**src/rtl/median_window_feeder_pkg.sv**
```systemverilog
// Shared definitions for the median window feeder and the median filter
// that consumes its three channels.
package median_window_feeder_pkg;

  // Default pixel / channel word width.
  localparam int WIDTH_DEF = 32;

  // Frame length: number of windows per frame. This is the same value as
  // the median filter's loop bound, so both sides agree on frame size.
  localparam int MEDIAN_LOOP_LEN = 8533;

  // Default window counter width.
  localparam int CNT_W_DEF = 32;

  // Feeder control states.
  typedef enum logic [1:0] {
    ST_IDLE   = 2'd0,
    ST_FILL   = 2'd1,
    ST_STREAM = 2'd2,
    ST_DONE   = 2'd3
  } state_e;

endpackage

```
**src/rtl/median_window_feeder_window_shift_reg3.sv**
```systemverilog
// Two-tap pixel history with enable and synchronous clear. Together with the
// incoming pixel it forms the 3-word window {t-2, t-1, t}.
module window_shift_reg3 #(
  parameter int WIDTH = 32
) (
  input  logic             clk_i,
  input  logic             rst_i,
  input  logic             clr_i,
  input  logic             en_i,
  input  logic [WIDTH-1:0] din_i,
  output logic [WIDTH-1:0] win0_o,
  output logic [WIDTH-1:0] win1_o,
  output logic [WIDTH-1:0] win2_o
);

  logic [WIDTH-1:0] tap1_q;
  logic [WIDTH-1:0] tap2_q;

  // Shift the newest pixel into tap1 and age tap1 into tap2; clear wins.
  always_ff @(posedge clk_i or posedge rst_i) begin
    if (rst_i) begin
      tap1_q <= '0;
      tap2_q <= '0;
    end else if (clr_i) begin
      tap1_q <= '0;
      tap2_q <= '0;
    end else if (en_i) begin
      tap2_q <= tap1_q;
      tap1_q <= din_i;
    end
  end

  assign win0_o = tap2_q;
  assign win1_o = tap1_q;
  assign win2_o = din_i;

endmodule

```
**src/rtl/median_window_feeder.sv**
```systemverilog
// Producer for the three median channels: turns a scalar pixel stream into
// sliding 3-tap windows, one window word per channel, counted per frame.
module median_window_feeder
  import median_window_feeder_pkg::*;
#(
  parameter int WIDTH       = WIDTH_DEF,
  parameter int NUM_WINDOWS = MEDIAN_LOOP_LEN,
  parameter int CNT_W       = CNT_W_DEF
) (
  input  logic             clk,
  input  logic             rst,
  input  logic             start,
  input  logic             pix_valid,
  output logic             pix_ready,
  input  logic [WIDTH-1:0] pix_data,
  output logic [WIDTH-1:0] in0_in_data,
  output logic [WIDTH-1:0] in1_in_data,
  output logic [WIDTH-1:0] in2_in_data,
  output logic             win_valid,
  input  logic             win_ready,
  output logic [CNT_W-1:0] win_count,
  output logic             done
);

  localparam logic [CNT_W-1:0] NUM_W_C = CNT_W'(NUM_WINDOWS);
  localparam logic [CNT_W-1:0] CNT_ONE = CNT_W'(1);

  state_e           state_q;
  logic             fill_q;       // one pixel already captured in FILL
  logic [CNT_W-1:0] issued_q;     // windows loaded into the output register
  logic [CNT_W-1:0] win_count_q;  // windows accepted downstream
  logic [WIDTH-1:0] in0_q;
  logic [WIDTH-1:0] in1_q;
  logic [WIDTH-1:0] in2_q;
  logic             win_valid_q;
  logic             done_q;

  logic             pix_ready_d;
  logic             pix_xfer;
  logic             win_xfer;
  logic             shift_clr;
  logic [WIDTH-1:0] win0;
  logic [WIDTH-1:0] win1;
  logic [WIDTH-1:0] win2;

  // Upstream ready: open in FILL; in STREAM only when the output register
  // can take a new window and the frame still needs windows.
  always_comb begin
    pix_ready_d = 1'b0;
    case (state_q)
      ST_FILL:   pix_ready_d = 1'b1;
      ST_STREAM: pix_ready_d = (issued_q != NUM_W_C) && (!win_valid_q || win_ready);
      default:   pix_ready_d = 1'b0;
    endcase
  end

  assign pix_xfer  = pix_valid && pix_ready_d;
  assign win_xfer  = win_valid_q && win_ready;
  assign shift_clr = start && ((state_q == ST_IDLE) || (state_q == ST_DONE));

  window_shift_reg3 #(
    .WIDTH(WIDTH)
  ) u_shift (
    .clk_i (clk),
    .rst_i (rst),
    .clr_i (shift_clr),
    .en_i  (pix_xfer),
    .din_i (pix_data),
    .win0_o(win0),
    .win1_o(win1),
    .win2_o(win2)
  );

  // Frame control, counters and the single window output register.
  always_ff @(posedge clk or posedge rst) begin
    if (rst) begin
      state_q     <= ST_IDLE;
      fill_q      <= 1'b0;
      issued_q    <= '0;
      win_count_q <= '0;
      in0_q       <= '0;
      in1_q       <= '0;
      in2_q       <= '0;
      win_valid_q <= 1'b0;
      done_q      <= 1'b0;
    end else begin
      case (state_q)
        ST_IDLE, ST_DONE: begin
          if (start) begin
            state_q     <= ST_FILL;
            fill_q      <= 1'b0;
            issued_q    <= '0;
            win_count_q <= '0;
            win_valid_q <= 1'b0;
            done_q      <= 1'b0;
          end
        end
        ST_FILL: begin
          if (pix_xfer) begin
            if (fill_q) begin
              state_q <= ST_STREAM;
              fill_q  <= 1'b0;
            end else begin
              fill_q <= 1'b1;
            end
          end
        end
        ST_STREAM: begin
          if (pix_xfer) begin
            in0_q       <= win0;
            in1_q       <= win1;
            in2_q       <= win2;
            win_valid_q <= 1'b1;
            issued_q    <= issued_q + CNT_ONE;
          end else if (win_xfer) begin
            win_valid_q <= 1'b0;
          end
          if (win_xfer) begin
            win_count_q <= win_count_q + CNT_ONE;
            // Last window accepted: no pixel can transfer in this cycle
            // because ready is already closed once all windows are issued.
            if ((win_count_q + CNT_ONE) == NUM_W_C) begin
              state_q     <= ST_DONE;
              done_q      <= 1'b1;
              win_valid_q <= 1'b0;
            end
          end
        end
        default: state_q <= ST_IDLE;
      endcase
    end
  end

  assign pix_ready   = pix_ready_d;
  assign in0_in_data = in0_q;
  assign in1_in_data = in1_q;
  assign in2_in_data = in2_q;
  assign win_valid   = win_valid_q;
  assign win_count   = win_count_q;
  assign done        = done_q;

endmodule

```
**config.mk**
```make
export PLATFORM = sky130hd
export DESIGN_NAME = median_window_feeder
export DESIGN_NICKNAME = d
export VERILOG_FILES = /design/src/rtl/median_window_feeder_pkg.sv /design/src/rtl/median_window_feeder_window_shift_reg3.sv /design/src/rtl/median_window_feeder.sv
export SDC_FILE = /design/constraint.sdc
export NUM_CORES = 1
export LEC_CHECK = 0
export ABC_AREA = 1
export BUFFER_PORTS_ARGS = -buffer_cell sky130_fd_sc_hd__buf_2
export CELL_PAD_IN_SITES_DETAIL_PLACEMENT = 0
export CELL_PAD_IN_SITES_GLOBAL_PLACEMENT = 1
export CORE_UTILIZATION = 42
export DETAILED_ROUTE_END_ITERATION = 16
export PLACE_DENSITY = 0.78
export SYNTH_ARGS = -nofsm -noshare
export SYNTH_HDL_FRONTEND = slang
export SYNTH_HIERARCHICAL = 1
export SYNTH_SLANG_ARGS = --single-unit
export TNS_END_PERCENT = 50
```
**constraint.sdc**
```tcl
create_clock -name clk -period 6 [get_ports clk]
set_input_delay 0 -clock clk [delete_from_list [all_inputs] [get_ports clk]]
set_output_delay 0 -clock clk [all_outputs]
set_load 0.02 [all_outputs]
```
# Word-level counts from Yosys, hierarchy flattened
# Index checks and enable logic that the tools add are counted.
# classes
n_addsub,2
mul,0
div_mod_pow,0
order_cmp,0
eq_ne,11
shifts,0
muxes,28
bitwise_logic,0
reduce_logical,19
# op_table
op,n
32-bit two-way mux,7
32-bit one-hot mux with 2 select lines,2
"32-bit by 1-bit adder with 32-bit output, second input constant",2
"32-bit by 14-bit == test with 1-bit output, second input constant",1
"32-bit by 14-bit inequality test with 1-bit output, second input constant",1
"2-bit inequality test, second input constant",6
2-bit two-way mux,5
1-bit two-way mux,9
3-bit AND reduction,3
1-bit one-hot mux with 2 select lines,4
2-bit one-hot mux with 3 select lines,1
2-bit nonzero test,3
5-bit AND reduction,1
"2-bit == test, second input constant",2
1-bit logical AND,4
2-bit AND reduction,2
4-bit AND reduction,1
"2-bit by 1-bit == test with 1-bit output, second input constant",1
2-bit zero test,1
1-bit logical OR,2
2-bit OR reduction,1
1-bit zero test,1
# totals
regBits,229
latchBits,0
ram_bits,0
rom_bits,0
input_bits,37
out_inout_bits,131
elab_cells,71
memories,0

# Longest topological paths before layout
# Gate-level depths: netlist (run 1).
# depth
depth_word,9
mapped_depth,16
ltp_nobuf,16

# Hierarchy
# Netlist (run 1), hierarchy kept.
# modules_own_cells
mod,instances,cells_per_inst,area_each_um2,seq_area_each_um2
median_window_feeder,1,1166,8625.8,4129.0
window_shift_reg3,1,310,2826.5,1601.5

# Worst setup path after synthesis (run 1)
# OpenSTA, ideal clock, no wires.
# synth_path
path_type,reg-to-reg
from,register state_q[0]
to,"register u_shift.tap2_q[26], in the netlist u_shift/win0_o[26]"
setup_time_ns,0.065
t_arrival_ns,2.163
t_required_ns,5.935
setup_slack_ns,3.772
stages_incl_launch_ff,15
path_buffers,4
synth_period_minus_slack_ns,2.228
path_cell_list,dfrtp_1 > inv_1 > ha_1 > buf_2 > inv_2 > a21oi_1 > nand2_1 > nand2_1 > nand3_1 > inv_2 > clkbuf_1 > buf_4 > buf_4 > nand3_1 > nand2_1
# synth_between
elab_chain_cells,4
elab_cells_between_ends,10
classes_between,eq/ne: 3; mux: 2; reduce/logical: 5
# synth_lines
element,line,text
"start, declared",median_window_feeder.sv:28,state_e state_q;
"start signal, assigned",median_window_feeder.sv:77,state_q <= ST_IDLE;
"start signal, assigned",median_window_feeder.sv:90,state_q <= ST_FILL;
"start signal, assigned",median_window_feeder.sv:101,state_q <= ST_STREAM;
2-bit == test or 2-bit by 1-bit == test with 1-bit output (tied branches),median_window_feeder.sv:50,case (state_q)
1-bit one-hot mux with 2 select lines *,median_window_feeder.sv:50,
1-bit logical AND *,median_window_feeder.sv:57,assign pix_xfer = pix_valid && pix_ready_d;
net pix_xfer,median_window_feeder.sv:39,logic pix_xfer;
2-bit nonzero test (no source line) *,-,
"end signal, assigned",median_window_feeder_window_shift_reg3.sv:28,tap2_q <= tap1_q;
"end, declared",median_window_feeder_window_shift_reg3.sv:17,logic [WIDTH-1:0] tap2_q;
# Mark *: on every way through the listed nets, which the timed path passes. The rest lies on a longest branch.
# A chain may end at the register's enable or synchronous reset.

# Worst setup path after layout (run 1)
# layout_path
from,register state_q[0]
to,register issued_q[1]
# layout_between
elab_chain_cells,5
elab_cells_between_ends,12
classes_between,eq/ne: 5; mux: 2; reduce/logical: 5
# layout_lines
element,line,text
2-bit == test or 2-bit by 1-bit == test with 1-bit output (tied branches),"median_window_feeder.sv:50, median_window_feeder.sv:87",
1-bit one-hot mux with 2 select lines,median_window_feeder.sv:50,
1-bit logical AND,median_window_feeder.sv:57,
2-bit inequality test (no source line),-,
3-bit AND reduction (no source line),-,
"end signal, assigned",median_window_feeder.sv:114,issued_q <= issued_q + CNT_ONE;
"end, declared",median_window_feeder.sv:30,logic [CNT_W-1:0] issued_q;
# Parallel ways exist; a longest one is shown, timed or not.

==> results of run 1 <==
-- final timing paths --
check	endpoint	slack, ns	cells after the start
min reg2reg	in1_in_data[14]$_DFFE_PP0P_	0.47	2
max	issued_q[1]$_DFFE_PP0P_	2.61	10
max in group asynchronous	in0_in_data[31]$_DFFE_PP0P_	4.29	4
min in group asynchronous	win_count[6]$_DFFE_PP0P_	0.27	3
max reg2reg	issued_q[1]$_DFFE_PP0P_	2.61	10
min	win_valid$_DFFE_PP0P_	0.04	6
-- area by class of cell --
cell class	count	share of cell area
Timing Repair Buffer	208	0.0916
Tap cell	341	0.0318
Multi-Input combinational cell	1061	0.359
Clock buffer	38	0.0594
Sequential cell	229	0.427
Clock inverter	7	0.00495
Inverter	89	0.0255
-- per-layer routing --
layer  vias up  global-route usage  share of wire
met5         -                   0              0
met4         0              0.0431          0.014
met2       203               0.352           0.45
li1       4936                   -              -
met3        30              0.0421          0.057
met1      4728               0.302           0.48
-- power by group through the flow --
stage / sequential (µW) / clock, µW / combinational (µW)
2_1_floorplan: 2510 / 0 / 1120
3_3_place_gp: 2260 / 0 / 1920
3_5_place_dp: 2270 / 0 / 1940
4_1_cts: 2250 / 1640 / 1960
5_1_grt: 2300 / 1700 / 2150
6_report: 2250 / 1600 / 1930
-- cell families after synthesis --
| kind of cell | share of synthesized area |
|---|---|
| compound gates | 0.0306 |
| simple gates | 0.357 |
| fa+ha+maj | 0.00765 |
| flops | 0.500 |
| buf+inv | 0.0814 |
| mux | 0.000983 |
| xor+xnor | 0.0222 |
-- flip-flops by register name (all words and copies together), names as in the netlist --
register,cells
done,1
issued_q,32
in2_in_data,32
in1_in_data,32
u_shift/win0_o,32
win_count,32
in0_in_data,32
win_valid,1
fill_q,1
state_q,2
u_shift/win1_o,32
-- critical path: stages, from the launching register on --
cell and delay [ns]:
dfrtp_1 0.41, inv_1 0.11, ha_4 0.22, inv_2 0.22, a21oi_1 0.18, nand2_1 0.09, nand2_1 0.06, nand3_1 0.21
inv_4 0.60, nand2_4 0.77, o21ai_0 0.39
-- layout by cell type, fill, tap and decap left out, types with 16 or more instances in the layout --
cell type	synthesis	routed
nand2_1	582	582
nand3_1	193	193
buf_2	25	167
nand4_1	16	16
dfrtp_1	229	229
xor2_1	21	21
dlygate4sd3_1	0	34
nor3_1	20	20
clkbuf_16	0	27
nor2_1	99	99
inv_1	83	81
o21ai_0	39	39
-- through the flow --
| step | setup WS (ns) | power, µW | instances | cell area, µm² | utilization |
|---|---|---|---|---|---|
| global route | 2.10 | 6160 | 1973 | 13400 | 0.499 |
| global placement | 2.56 | 4180 | 1894 | 12200 | 0.454 |
| CTS | 2.51 | 5840 | 1973 | 13400 | 0.499 |
| detailed placement | 2.52 | 4200 | 1894 | 12200 | 0.454 |
| floorplan | 1.54 | 3630 | 1476 | 11500 | - |
| finish | 2.61 | 5780 | 1973 | 13400 | 0.499 |
==> out/metrics.yaml, run 1 <==
startpoint: "state_q[0]$_DFFE_PP0P_"
dp_hpwl_um: 19000
core_area_mm2: 0.0269
regArea_mm2: 0.00573
synth-seq-cells: 229
yosysMostFrequentCell: "nand2_1"
layout_worst_path_cycle_share: 0.564
cts_setup_buffers: 0
rsz0062_at_grt: "no"
p_int_uw: 3420
path_max_fanout: 98
synth_area_leaders: "dfrtp_1 (50%), nand2_1 (19%), nand3_1 (8.4%), nor2_1 (3.2%), buf_4 (2.8%)"
skew_ns: 0.00930
timing.rr.start: "state_q[0]$_DFFE_PP0P_"
die_area_mm2: 0.0279
tns_ns: 0
n_fill_cell: 2703
cts_resized: 0
fmax_mhz: 295
worst-setup-path-type: "flip-flop to flip-flop"
synth_edf_count: 0
power.share.clock: 0.277
htreeDepth: 1
grt_max_degree: 105
ant_nets: 0
wl_um: 30000
ir_drop_uv: 266
syn_area_mm2: 0.0115
slew_headroom: 0.222
die_w_um: 167
drv_slew: 0
power.switching_uw: 2360
leakage_uw: 0.00709
whs_ns: 0.0390
cp-end-kind: "flip-flop"
initialDrtViolationCount: 717
cts_sinks: 229
arrival_ns: 3.82
synth.yosys.warnings: 6
status: "finished clean"
diodes: 0
min_from: "start"
grt_overflow: 0
synth.avg_cell_area_um2: 7.76
synth_top_cell_by_area: "dfrtp_1"
grt_pass1_wl_um: 49700
syn_to_final_growth_pct: 17.1
startpoint_type: "flip-flop"
combPwrFrac: 0.333
grt_pass1_vias: 9583
ctsHoldBuffers: 34
synthDistinctLibCells: 34
track_usage: 0.217
synth_cells: 1476
power.density_mw_per_mm2: 431
ios: 168
cts_made_buffers: 26
cts_root_buf: "clkbuf_16"
rows: 60
synth_ff_type: "dfrtp_1"
fin_nets: 1659
synthArstFlopShare: 1.00
drive_gt1_frac: 0.159
drc: 0
pwr-share-seq: 0.390
cts_tree: "built"
final_hold_viol_count: 0
antenna_found_initial: 0
initial_core_util: 0.426
worst_pin_slew_ns: 1.17
switching_share: 0.408
die_h_um: 167
clk_pin_slew_ns: 0.06
wl_per_cell_um: 15.2
routabilityCongestion: 0.895
seq_area_frac_synth: 0.500
io_buffers: 167
insertion_delay_ns: 0.53
min_path_type: "input port to flip-flop"
fin_crit_ns: 3.39
dr.pass1.iters: 6
setup_violations: 0
clock_path_buffers: 3
multi_input_area_mm2: 0.00482
cap_violations: 0
yosysTopAreaCellShare: 0.500
num_vias: 9897
syn_nets: 1520
vias_per_cell: 5.02
synth_common_cells: "nand2_1 (582), dfrtp_1 (229), nand3_1 (193)"
cp.required_ns: 6.43
Power figures use the tool's default switching activity.
==> run 2, diff against run 1 <==
clock period = 3.2 ns   (was 6 ns; I/O delays follow)
==> run 2 against run 1 <==
Against the previous run: clock skew increased by 0.0019 ns; cell area increased by 1.2%; die area unchanged; count of clock-buffer cells in the layout increased by 7; highest routed layer unchanged; power increased by 90%.
==> out/metrics.yaml, run 2 (synthesis results as in run 1) <==
status: "finished clean"  # unchanged
rsz0062_at_grt: "no"  # unchanged
arrival_ns: 2.80  # was 3.82 ns
final_cell_mix: "nand2_1 (582), dfrtp_1 (229), nand3_1 (193), buf_2 (167), nor2_1 (99)"  # unchanged
die_h_um: 167  # unchanged
wl_met3_um: 1940  # was 1720 µm
drv_slew: 0  # unchanged
cp.required_ns: 3.60  # was 6.43 ns
cts_tree: "built"  # unchanged
cap_violations: 0  # unchanged
io_buffers: 167  # unchanged
diodes: 0  # unchanged
core_area_mm2: 0.0269  # unchanged
grt_pass1_wl_um: 50700  # was 49700 µm
n_fill_cell: 2722  # was 2703
insertion_delay_ns: 0.55  # was 0.53 ns
rows: 60  # unchanged
final_hold_viol_count: 0  # unchanged
skew_ns: 0.0112  # was 0.00930 ns
setup_violations: 0  # unchanged
timing.rr.start: "state_q[0]$_DFFE_PP0P_"  # unchanged
dr.pass1.iters: 7  # was 6
track_usage: 0.221  # was 0.217
grt_max_degree: 166  # was 105
worst-setup-path-type: "flip-flop to flip-flop"  # unchanged
wl_met2_um: 13500  # about the same
clock_path_buffers: 3  # unchanged
cts_root_buf: "clkbuf_16"  # unchanged
cp-end-kind: "flip-flop"  # unchanged
cts_setup_buffers: 0  # unchanged
ant_nets: 0  # unchanged
cts_resized: 0  # unchanged
startpoint: "state_q[0]$_DFFE_PP0P_"  # unchanged
min_from: "pix_valid"  # was start
layout_commonest_cell: "nand2_1"  # unchanged
power.density_mw_per_mm2: 809  # was 431 mW/mm²
routabilityCongestion: 0.869  # was 0.895
min_path_type: "input port to flip-flop"  # unchanged
wl_per_cell_um: 15.3  # was 15.2 µm
path_max_fanout: 46  # was 98
wl_met1_um: 14400  # about the same
tns_ns: 0  # unchanged
ir_drop_uv: 515  # was 266 µV
antenna_found_initial: 0  # unchanged
grt_overflow: 0  # unchanged
dp_hpwl_um: 19500  # was 19000 µm
htreeDepth: 1  # unchanged
cts_sinks: 229  # unchanged
initial_core_util: 0.426  # unchanged
die_area_mm2: 0.0279  # unchanged
fin_nets: 1671  # was 1659
fmax_mhz: 418  # was 295 MHz
vias_per_cell: 5.03  # was 5.02
syn_to_final_growth_pct: 18.5  # was 17.1%
die_w_um: 167  # unchanged
drive_gt1_frac: 0.162  # was 0.159
finalPower_uw: 11000  # was 5780 µW
initialDrtViolationCount: 682  # was 717
drc: 0  # unchanged
slew_headroom: 0.387  # was 0.222
num_vias: 10001  # was 9897
worst_pin_slew_ns: 0.919  # was 1.17 ns
layout_worst_path_cycle_share: 0.748  # was 0.564
cts_made_buffers: 27  # was 26
top_layer_used: "met4"  # unchanged
finish.utilization: 0.505  # was 0.499
startpoint_type: "flip-flop"  # unchanged
ios: 168  # unchanged
wl_um: 30400  # was 30000 µm
clk_pin_slew_ns: 0.06  # about the same
leakage_uw: 0.00717  # was 0.00709 µW
grt_pass1_vias: 9661  # was 9583
fin_crit_ns: 2.39  # was 3.39 ns
## run 2: changes by cell type in the layout (fill, tap and decap cells not counted), sizes merged
cell,before,now
bufinv,1,0
buf,174,183
clkinv,5,2
clkbuf,38,45
clkinvlp,1,2
dlygate4sd3,34,36
## run 2: layer usage
metal  up-vias  track usage
li1       4970            -
met1      4761        0.313
met2       234        0.349
met3        36       0.0494
met4         0       0.0463
met5         -            0
## run 2: where the power goes
part | internal [µW] | switching, µW | total, µW | leakage (µW)
sequential | 3680 | 523 | 4200 | 0.00313
combinational | 1030 | 2730 | 3760 | 0.00360
clock | 1790 | 1220 | 3010 | 0.000432
total | 6500 | 4470 | 11000 | 0.00717
## run 2: layout make-up
type                    count  area (µm²)  area share
multi-input cells        1061        4810       0.355
repair buffers            219        1380       0.102
flip-flops and latches    229        5730       0.422
clock buffers              45         843      0.0622
inverters                  89         340      0.0251
clock inverters             4        37.5     0.00277
well taps                 341         427      0.0314
## run 2: repair_timing
action                                  CTS  global route
endpoints found under the setup margin    0             0
endpoints found under the hold margin   295             0
hold buffers                             36             0
## run 2: final timing paths
kind                                                  endpoint  slack [ns]  cells after the start
max in group asynchronous       u_shift/win0_o[11]$_DFFE_PP0P_        1.97                      5
worst min-delay path                     win_valid$_DFFE_PP0P_        0.06                      5
worst max-delay path                  win_count[7]$_DFFE_PP0P_        0.81                     11
worst min register to register     in0_in_data[26]$_DFFE_PP0P_        0.47                      2
min in group asynchronous           in2_in_data[3]$_DFFE_PP0P_        0.34                      4
worst max register to register        win_count[7]$_DFFE_PP0P_        0.81                     11
## run 2: critical path, stage by stage (launching register included)
cell and delay, ns:
dfrtp_1 0.41, inv_1 0.11, ha_4 0.14, buf_4 0.47
nand2_1 0.10, nand2_1 0.12, nor2_1 0.06, nand2_1 0.29
inv_1 0.09, buf_4 0.25, nand2_1 0.08, o21ai_0 0.10
## run 2: stage by stage
step	area (µm²)	setup WS (ns)	std cells	hold slack, ns
2_1_floorplan	11500	0.972	1476	0.145
3_3_place_gp	12300	0.876	1903	-0.0245
3_5_place_dp	12300	0.775	1903	-0.0265
4_1_cts	13600	0.763	1988	0.0345
5_1_grt	13600	0.543	1988	0.0668
6_report	13600	0.806	1988	0.0592
